==> config.mk <==
export PLATFORM = sky130hd
export DESIGN_NAME = al_unit
export DESIGN_NICKNAME = d
export VERILOG_FILES = /design/src/rtl/al_unit_pkg.sv /design/src/rtl/al_unit_shifter.sv /design/src/rtl/al_unit.sv
export SDC_FILE = /design/constraint.sdc
export NUM_CORES = 1
export LEC_CHECK = 0
export CELL_PAD_IN_SITES_DETAIL_PLACEMENT = 1
export CELL_PAD_IN_SITES_GLOBAL_PLACEMENT = 2
export CORE_ASPECT_RATIO = 2
export CORE_MARGIN = 2
export CORE_UTILIZATION = 38
export CTS_BUF_LIST = sky130_fd_sc_hd__clkbuf_4 sky130_fd_sc_hd__clkbuf_8 sky130_fd_sc_hd__clkbuf_16
export DETAILED_ROUTE_END_ITERATION = 6
export MAX_ROUTING_LAYER = met4
export PLACE_DENSITY_LB_ADDON = 0.1
export SLEW_MARGIN = 0
export SYNTH_ARGS = -nofsm -noshare
export SYNTH_HDL_FRONTEND = slang
export SYNTH_SLANG_ARGS = --single-unit
==> constraint.sdc <==
create_clock -name clk -period 12.9 [get_ports clk]
set_clock_uncertainty 0.05 [all_clocks]
set_input_delay 1.29 -clock clk [delete_from_list [all_inputs] [get_ports clk]]
set_output_delay 1.29 -clock clk [all_outputs]
set_load 0.01 [all_outputs]
==> src/rtl/al_unit_pkg.sv <==
// Shared definitions for the ALU: opcode constants used by the control unit
// and the shifter mode encoding.
package al_unit_pkg;

  localparam int DATA_W = 32;
  localparam int SHAMT_W = 5;

  localparam logic [3:0] ALU_ADD  = 4'b0000;
  localparam logic [3:0] ALU_SUB  = 4'b0001;
  localparam logic [3:0] ALU_AND  = 4'b0010;
  localparam logic [3:0] ALU_OR   = 4'b0011;
  localparam logic [3:0] ALU_XOR  = 4'b0100;
  localparam logic [3:0] ALU_NOR  = 4'b0101;
  localparam logic [3:0] ALU_SLT  = 4'b0110;
  localparam logic [3:0] ALU_SLTU = 4'b0111;
  localparam logic [3:0] ALU_SLL  = 4'b1000;
  localparam logic [3:0] ALU_LUI  = 4'b1001;
  localparam logic [3:0] ALU_SRL  = 4'b1100;
  localparam logic [3:0] ALU_SRA  = 4'b1110;

  typedef enum logic [1:0] {
    SH_SLL = 2'b00,
    SH_SRL = 2'b01,
    SH_SRA = 2'b10
  } shift_mode_e;

endpackage

==> src/rtl/al_unit_shifter.sv <==
// Purely combinational 32-bit barrel shifter: logical left, logical right,
// arithmetic right.
module al_shifter
  import al_unit_pkg::*;
(
  input  logic [DATA_W-1:0]  value,
  input  logic [SHAMT_W-1:0] shamt,
  input  shift_mode_e        mode,
  output logic [DATA_W-1:0]  result
);

  logic signed [DATA_W-1:0] value_s;

  assign value_s = $signed(value);

  always_comb begin
    result = '0;
    case (mode)
      SH_SLL:  result = value << shamt;
      SH_SRL:  result = value >> shamt;
      SH_SRA:  result = $unsigned(value_s >>> shamt);
      default: result = '0;
    endcase
  end

endmodule

==> src/rtl/al_unit.sv <==
// Single-cycle ALU: next result is computed combinationally and registered
// together with its zero flag on every rising edge.
module al_unit
  import al_unit_pkg::*;
(
  input  logic        clk,
  input  logic        rst,
  input  logic [31:0] alu_ra,
  input  logic [31:0] alu_rb,
  input  logic [3:0]  cu_aluc,
  output logic [31:0] alu_result,
  output logic        alu_zero
);

  logic signed [DATA_W-1:0] ra_s_p0;
  logic signed [DATA_W-1:0] rb_s_p0;
  logic [DATA_W-1:0]        shift_p0;
  logic [DATA_W-1:0]        next_p0;
  shift_mode_e              mode_p0;
  logic [DATA_W-1:0]        result_p1;
  logic                     zero_p1;

  assign ra_s_p0 = $signed(alu_ra);
  assign rb_s_p0 = $signed(alu_rb);

  always_comb begin
    mode_p0 = SH_SLL;
    case (cu_aluc)
      ALU_SRL: mode_p0 = SH_SRL;
      ALU_SRA: mode_p0 = SH_SRA;
      default: mode_p0 = SH_SLL;
    endcase
  end

  // Only ra[4:0] feeds the shift amount; the shifted value comes from rb.
  al_shifter u_shifter (
    .value  (alu_rb),
    .shamt  (alu_ra[SHAMT_W-1:0]),
    .mode   (mode_p0),
    .result (shift_p0)
  );

  always_comb begin
    next_p0 = '0;
    case (cu_aluc)
      ALU_ADD:  next_p0 = alu_ra + alu_rb;
      ALU_SUB:  next_p0 = alu_ra - alu_rb;
      ALU_AND:  next_p0 = alu_ra & alu_rb;
      ALU_OR:   next_p0 = alu_ra | alu_rb;
      ALU_XOR:  next_p0 = alu_ra ^ alu_rb;
      ALU_NOR:  next_p0 = ~(alu_ra | alu_rb);
      ALU_SLT:  next_p0 = {{(DATA_W-1){1'b0}}, (ra_s_p0 < rb_s_p0)};
      ALU_SLTU: next_p0 = {{(DATA_W-1){1'b0}}, (alu_ra < alu_rb)};
      ALU_SLL,
      ALU_SRL,
      ALU_SRA:  next_p0 = shift_p0;
      ALU_LUI:  next_p0 = {alu_rb[15:0], 16'h0000};
      default:  next_p0 = '0;
    endcase
  end

  // Stage p0 -> p1: result and zero flag captured from the same next value.
  always_ff @(posedge clk) begin
    if (rst) begin
      result_p1 <= '0;
      zero_p1   <= 1'b1;
    end else begin
      result_p1 <= next_p0;
      zero_p1   <= (next_p0 == '0);
    end
  end

  assign alu_result = result_p1;
  assign alu_zero   = zero_p1;

endmodule

==> impl_summary.md, run 1 <==
Placement
Timing analysis after detailed placement gives a worst setup slack of between 6000 and 7000 ps. The detailed-placement wirelength estimate is 50100 microns. In this run the tool buffered the top-level ports with between 100 and 150 buffer cells. The routability congestion estimate is 1.08.

Worst setup path
The critical path in this run is classified as input port to flop. The required time at the worst-slack endpoint is 13060 ps. The cell with the largest stage delay on the worst path is sky130_fd_sc_hd__a21oi_1. The family with the most delay on the worst path is compound AO/OA/AOI/OAI gates.

The endpoint arrival time on the critical path is ~6600 ps. The number of cells on the critical path is 15. STA classifies the critical path startpoint as an input port. The largest fanout of any net on the critical path is 44. Walking the worst path, the cells encountered are clkdlybuf4s50_1, buf_4, inv_1, ha_1, o211ai_1, o211ai_1, nand2_1, a21oi_1, a311oi_1, a21bo_2, a311oi_1, a2111oi_0, o41ai_1, nand4_1, o21bai_1. Together, buffers and inverters on the worst path number 3. The delay of the slowest critical-path stage is approximately 600 ps.

The category of the worst setup path capture point is a flop.

STA
The worst path in the final design needs a cycle of about 6500 ps, including I/O delays and setup. The worst-case setup margin in the final layout is roughly 6400 ps. The tightest hold margin is 1780 ps. Setup repair after global routing left no endpoint under its margin. The number of slew-limit violations in the final report was 0. The number of hold violations in the final report is 0. Timing would allow up to approximately 150 MHz.

The worst-margin pin slew is around 1200 ps. Dividing the final minimum period by the clock period gives approximately half. The worst pin sits at a relative slew slack of 19.7%. The final count of negative-setup-slack endpoints is 0.

The final total negative setup slack is 0 ps.

Floorplan
The die is 127 microns wide. During I/O placement, the number of pins put on the boundary was between 100 and 150. The core region is between 0.02 and 0.03 sq mm.

The initialized floorplan defines 90 standard-cell rows. The initial core utilization is between 30% and 40%. The overall die area is approximately 0.032 sq mm. In this run the vertical extent of the chip is around 250 microns.

Logic synthesis
The average size of a mapped cell is between 7 and 8 sq um. In this run, synthesis inferred 0 flip-flops with an integrated enable. Yosys attributes the largest share of cell area to sky130_fd_sc_hd__mux4_2 12%, sky130_fd_sc_hd__ha_1 11%, sky130_fd_sc_hd__a21oi_1 6.0%. The area of the mapped netlist is 0.0115 sq mm.

For this run, asynchronously set or reset flops after synthesis account for 0%. The share of the yosys chip area belonging to registers is under 10%. For this run, the leading register cell type out of synthesis is sky130_fd_sc_hd__dfxtp_1. The net count after synthesis is roughly 1800.

The number of distinct library cell variants in the gate-level netlist after synthesis is ~100. The share of synthesized area in the top cell type comes to a little under an eighth. In the synthesized netlist, the number of instances is approximately 1600. The warning count from the yosys run is 0. Summed over all instances, the cell type with the most area after synthesis is sky130_fd_sc_hd__mux4_2. The flip-flop and latch count after synthesis is 33.

Min path
The class of the tightest hold or removal check is input port to flop. The worst hold path cell count is 3.

Clocking
The number of resized instances in the post-cts repair step is 0. The deepest level of the CTS H-tree is 2. The number of clock sinks seen by CTS is 33. In this run the clock root is driven by a sky130_fd_sc_hd__clkbuf_16.

The TritonCTS clock tree is built. Clock-pin slew was measured on the worst setup and hold paths at approximately 50 ps. The clock passes through at most 2 buffers.

Buffers inserted during clock tree synthesis total 5. The post-CTS setup buffer count is 0. Hold repair after CTS inserted 0 buffers.

Run
The max-cap violation count is 0.

Routing
The post-detailed-route DRC marker count is 0. The average wire per cell in the routed design is about 33 microns. Once detail routing completed, the nets flagged for antenna violations numbered 0.

The routed layout has 14000 vias. After detailed routing, the total wire length is about 64000 microns. The initial detailed-routing violation count is roughly 1600.

Dividing the detail-routed via count by the number of cells gives 7.12. The first-pass iteration count of the detailed router is 5.

Finish
The relative area change from synthesis to final layout is 11.3%. Fill cells in the final layout number 3744. In the final design database the tool counted between 1500 and 2000 nets. The multi-input logic area is approximately 0.0099 sq mm. In the final layout, the share of cells above drive strength 1 is about a tenth.

Registers take approximately 660 sq um.

Pwr
For this design the ratio of total power to cell area is 64.3 mW/mm^2. IR analysis of the VDD net gives a maximum drop of roughly 54 uV. The static leakage is between 5 and 6 nW. The design draws 0.823 mW.

Global routing
The initial antenna violation count came to 1. Summed over all layers, the global routing overflow is 0. The total track usage is between 40% and 50%. The first global-routing pass estimated 93800 microns of wire.

Entering global routing, the biggest net connects just over 70 pins. The number of global-route vias before repair is around 14000.

Status
The flow ran to the end, and the final reports show no timing, DRC or antenna violations.
## metal layers
layer	GRT usage (%)	up-vias	share of wire, %
li1	-	6032	-
met1	45.1	6974	37
met2	66.9	718	48
met3	4.25	246	6.0
met4	29.0	0	8.9
met5	-	-	0
## synth_stat cells, types with 33 or more instances
library cell                 n
sky130_fd_sc_hd__o211ai_1   43
sky130_fd_sc_hd__inv_1      97
sky130_fd_sc_hd__ha_1       99
sky130_fd_sc_hd__nand2_1   153
sky130_fd_sc_hd__nor2_1    140
sky130_fd_sc_hd__clkbuf_1   94
sky130_fd_sc_hd__nor3_1     48
sky130_fd_sc_hd__mux4_2     59
sky130_fd_sc_hd__o21ai_0    72
sky130_fd_sc_hd__nand3_1    34
sky130_fd_sc_hd__a21oi_1   137
sky130_fd_sc_hd__mux2i_1    58
sky130_fd_sc_hd__dfxtp_1    33
## state kept, by name, indices dropped and copies added (netlist names)
signal	flops
alu_result	32
alu_zero	1
## final cells by class
type	instances	share of cell area, %
Tap cell	368	3.59
Antenna cell	1	0.0195
Clock buffer	7	1.19
Inverter	98	2.87
Clock inverter	1	0.0391
Multi-Input combinational cell	1313	77.0
Timing Repair Buffer	141	10.1
Sequential cell	33	5.16
## through the flow
step / cells / utilization (%) / instance area [sq um]
floorplan: 1590 / - / 11500
global placement: 1953 / 42.2 / 12700
detailed placement: 1953 / 42.2 / 12700
CTS: 1961 / 42.8 / 12800
global route: 1962 / 42.8 / 12800
finish: 1962 / 42.8 / 12800
## cell families (layout without fill, tap and decap cells)
kind of cell | after synthesis | in the layout | share of synthesized area [%]
compound gates | 536 | 536 | 32.0
buf+inv | 244 | 247 | 8.98
fa+ha+maj | 101 | 101 | 11.1
flops | 33 | 33 | 5.74
other cells | 0 | 1 | 0
simple gates | 522 | 522 | 21.9
mux | 144 | 144 | 19.5
xor+xnor | 10 | 10 | 0.761
## final timing paths
check	startpoint	end	slack [ps]
hold / removal	rst	alu_result[24]$_SDFF_PP0_	1780
setup / recovery	alu_ra[4]	alu_zero$_SDFF_PP1_	6440
## power breakdown
group	switching [mW]	internal, mW	leakage [nW]
Combinational	0.371	0.208	4.71
Clock	0.0466	0.0817	0.0799
Sequential	0.00260	0.113	0.273
## cells in the final DEF, fill, tap and decap left out, types with 8 or more instances in the layout
cell type,count
sky130_fd_sc_hd__nor3_1,48
sky130_fd_sc_hd__xnor2_1,10
sky130_fd_sc_hd__o31ai_1,19
sky130_fd_sc_hd__o21ai_0,72
sky130_fd_sc_hd__nand2b_1,16
sky130_fd_sc_hd__or3_1,10
sky130_fd_sc_hd__buf_4,41
sky130_fd_sc_hd__nor2_1,140
sky130_fd_sc_hd__clkdlybuf4s50_1,98
sky130_fd_sc_hd__nor4_1,17
sky130_fd_sc_hd__mux2i_1,58
sky130_fd_sc_hd__o22ai_1,12
sky130_fd_sc_hd__o221ai_1,10
sky130_fd_sc_hd__a211o_1,9
sky130_fd_sc_hd__a22oi_1,17
sky130_fd_sc_hd__mux4_2,59
sky130_fd_sc_hd__inv_1,96
sky130_fd_sc_hd__a21o_1,16
sky130_fd_sc_hd__a221o_1,13
sky130_fd_sc_hd__a31oi_1,22
sky130_fd_sc_hd__nand3_1,34
sky130_fd_sc_hd__dfxtp_1,33
sky130_fd_sc_hd__and3_1,14
sky130_fd_sc_hd__a21oi_1,137
sky130_fd_sc_hd__a211oi_1,32
sky130_fd_sc_hd__nand4_1,19
sky130_fd_sc_hd__nand2_1,153
sky130_fd_sc_hd__nor2b_1,25
sky130_fd_sc_hd__a221oi_1,12
sky130_fd_sc_hd__o21bai_1,8
sky130_fd_sc_hd__ha_1,99
sky130_fd_sc_hd__o2111ai_1,8
sky130_fd_sc_hd__o211ai_1,43
sky130_fd_sc_hd__o21a_1,10
sky130_fd_sc_hd__mux2_2,21
Power figures use the tool's default switching activity.
==> run 2: changes to the inputs <==
--- a/config.mk
+++ b/config.mk
@@ -9,7 +9,7 @@
 export CELL_PAD_IN_SITES_GLOBAL_PLACEMENT = 2
 export CORE_ASPECT_RATIO = 2
 export CORE_MARGIN = 2
-export CORE_UTILIZATION = 38
+export CORE_UTILIZATION = 32
 export CTS_BUF_LIST = sky130_fd_sc_hd__clkbuf_4 sky130_fd_sc_hd__clkbuf_8 sky130_fd_sc_hd__clkbuf_16
 export DETAILED_ROUTE_END_ITERATION = 6
 export MAX_ROUTING_LAYER = met4
==> constraint.sdc (replaced) <==
create_clock -name clk -period 5.24 [get_ports clk]
set_clock_uncertainty 0.05 [all_clocks]
set_input_delay 0.524 -clock clk [delete_from_list [all_inputs] [get_ports clk]]
set_output_delay 0.524 -clock clk [all_outputs]
set_load 0.01 [all_outputs]
==> run 2 against run 1 <==
Effect of this change:
- clock-buffer cell count is 2 lower
- core utilization shrank 4.1 points
- hold slack lost 780 ps
- die area grew 18%
- critical path depth increased by 1
- sequential power grew 150%
- flip-flop and latch count stayed put
- setup slack worse by 5900 ps
- sequential share of layout area shrank 0.36 points
- power rose to 2.6 times the previous value
==> impl_summary.md, run 2 (synthesis results as in run 1) <==
Status
The flow ran to the end, and the final reports show no timing, DRC or antenna violations.

Worst setup path
Together, buffers and inverters on the worst path number 3. The critical path runs through a total of 16 cells. The delay of the slowest critical-path stage is around 660 ps. The largest fanout of any net on the critical path is 5. At the worst endpoint, the arrival time is 4830 ps.

The cell with the largest stage delay on the worst path is sky130_fd_sc_hd__clkdlybuf4s50_1. The critical path class is input port to flop. The worst setup path is launched from an input port.

The required time at the worst-slack endpoint is between 5000 and 6000 ps. The cell family contributing the most delay on the critical path is simple AND/OR/NAND/NOR gates. The most frequent cell on the critical path is sky130_fd_sc_hd__a21oi_1.

The critical path goes through clkdlybuf4s50_1, ha_1, inv_1, fa_1, nand2b_1, a21oi_1, o21ai_0, o211ai_1, a21oi_1, mux2i_1, nor4_1, or4b_1, nor4_2, buf_4, nand4_1, o21bai_1. The category of the worst setup path capture point is a flop.

Global routing
After global routing, the most crowded layer is met2. Global routing consumed, on the met2 layer, 67.4% of the routing resources. The total track usage is approximately 40%. The first global-routing pass estimated ~110000 microns of wire. The total overflow left after global routing is 0. The number of global-route vias before repair is 14900. Global routing used roughly 3.8% of the available met3 tracks. The pin count of the biggest net entering global routing is 64. The initial antenna violation count came to 0. Global routing used 40.9% of the available met1 tracks.

Clocking
The number of clock sinks seen by CTS is 33. The CTS buffer count is 5. CTS built an H-tree with a depth of 2. Clock-pin slew was measured on the worst setup and hold paths at approximately 50 ps. Post-CTS repair changed the size of 0 cells.

The CTS root buffer is sky130_fd_sc_hd__clkbuf_16. Counting along the longest clock path gives a buffer depth of 2. The post-CTS setup buffer count is 0. After clock tree synthesis, the flow added hold-fix buffers numbering 0. TritonCTS built the clock tree.

STA
Setup violations remaining at the end of the flow were counted as 0. The number of hold violations in the final report is 0. On the final layout, the worst hold slack is about 1000 ps.

The number of slew-limit violations in the final report came to 0. The share of the clock period used by the worst path is 89.0%. The maximum clock rate is around 210 MHz. The final total negative setup slack is 0 ps.

At the pin with the least slew margin, the transition time is roughly 1200 ps. Setup repair after global routing left no endpoint under its margin. Headroom to the max-slew limit came out at about 17%. The time the worst path needs with I/O delays and setup is between 4000 and 5000 ps.

Pwr
The static leakage is roughly 5.6 nW. Net switching is 51.3% of the power. The internal power component is roughly 1.0 mW. The power per standard cell area is around 150 mW/mm^2. The worst-case vdd ir drop is around 280 uV.

The clock network burns between 10% and 20% of the power. The sequential fraction of design power is between 10% and 20%. The part of the power in combinational logic is 73.8%. The power dissipated by switching net loads is around 1.1 mW.

Floorplan
The horizontal extent of the die is 138 microns. For this configuration, the core starts out at a cell density of 32.4%. The initialized floorplan defines 98 standard-cell rows.

The core region is about 0.036 sq mm. The die height is roughly 270 microns. The number of primary I/O pins is approximately 100.

The die covers around 0.038 sq mm.

Finish
The register with the most flip-flops in the layout has 32 of them. The net count reported at finish is approximately 1900. The number of antenna diodes is 0.

The fraction of final layout cells sized beyond drive strength 1 is between 10% and 20%. In the layout the commonest cells are 153 x sky130_fd_sc_hd__nand2_1, 144 x sky130_fd_sc_hd__buf_4, 140 x sky130_fd_sc_hd__nor2_1, 137 x sky130_fd_sc_hd__a21oi_1, 99 x sky130_fd_sc_hd__ha_1. The count of fill cells added during filler insertion is about 4400. Compared with the post-synthesis result, the final layout area differs by 19.5%. The most common library cell in the layout ignoring fill and taps is sky130_fd_sc_hd__nand2_1. After routing the design area is 0.0138 sq mm.

Min path
The worst hold path cell count is 3. The class of the tightest hold or removal check is input port to flop.

Routing
The detail route stage leaves a number of antenna-violating nets equal to 0. The routed layout has around 14000 vias. For this block, the initial DRC count from the detailed router was 1112. The wire length after detailed routing is between 70000 and 80000 microns. The number of vias per cell is 6.69.

Dividing the detail-routed wire length by the instance count gives about 34 microns. Before antenna repair, the detailed router went through 5 iterations. The post-detailed-route DRC marker count is 0.

Placement
Routability-driven placement finished with a final weighted congestion of 1.05. The wire-length estimate of the detail-placed layout is just under 60000 microns. The instance area at placement is approximately 0.014 sq mm. The number of I/O port buffers is 102.

Run
The max-cap violation count is 0.
run 2: layer usage:
layer / wire [microns] / vias up
met1: 26200 / 7184
met3: 3750 / 281
li1: - / 6243
met4: 6970 / 0
met2: 36800 / 671
met5: 0 / -
run 2: power by group through the flow:
| stage | sequential (mW) | combinational, mW | clock, mW |
|---|---|---|---|
| floorplan | 0.303 | 0.836 | 0 |
| global placement | 0.288 | 1.52 | 0 |
| detailed placement | 0.289 | 1.52 | 0 |
| CTS | 0.284 | 1.53 | 0.281 |
| global route | 0.287 | 1.64 | 0.287 |
| finish | 0.283 | 1.56 | 0.273 |
run 2: worst min-delay path: cells and delay by family:
kind / cells / cell delay [ps]
and+or+nand+nor: 1 / 130
buffers and inverters: 2 / 650
run 2: worst paths after layout:
kind	start	end	slack, ps
hold / removal	rst	alu_result[31]$_SDFF_PP0_	1000
setup / recovery	alu_rb[0]	alu_zero$_SDFF_PP1_	580
run 2: metrics by stage:
stage	instances	utilization (%)	worst slack, ps	power (mW)
after floorplan	1590	-	892	1.14
after global placement	2143	38.3	382	1.80
after detailed placement	2143	38.3	352	1.81
after CTS	2149	38.7	639	2.09
after global routing	2149	38.7	316	2.21
final	2149	38.7	576	2.12
run 2: cell type report:
class	count	area, sq um	area share (%)
Timing Repair Buffer	249	2170	15.8
Multi-Input combinational cell	1313	9860	71.7
Tap cell	450	563	4.09
Sequential cell	33	661	4.80
Clock inverter	1	5.00	0.0364
Inverter	98	368	2.67
Clock buffer	5	125	0.909
==> run 3: changes to the inputs <==
--- a/config.mk
+++ b/config.mk
@@ -11,6 +11,7 @@
 export CORE_MARGIN = 2
 export CORE_UTILIZATION = 32
 export CTS_BUF_LIST = sky130_fd_sc_hd__clkbuf_4 sky130_fd_sc_hd__clkbuf_8 sky130_fd_sc_hd__clkbuf_16
+export CTS_CLUSTER_SIZE = 24
 export DETAILED_ROUTE_END_ITERATION = 6
 export MAX_ROUTING_LAYER = met4
 export PLACE_DENSITY_LB_ADDON = 0.1
==> results of run 3 <==
No change in the layout: final DEF, timing and power equal those of run 2.
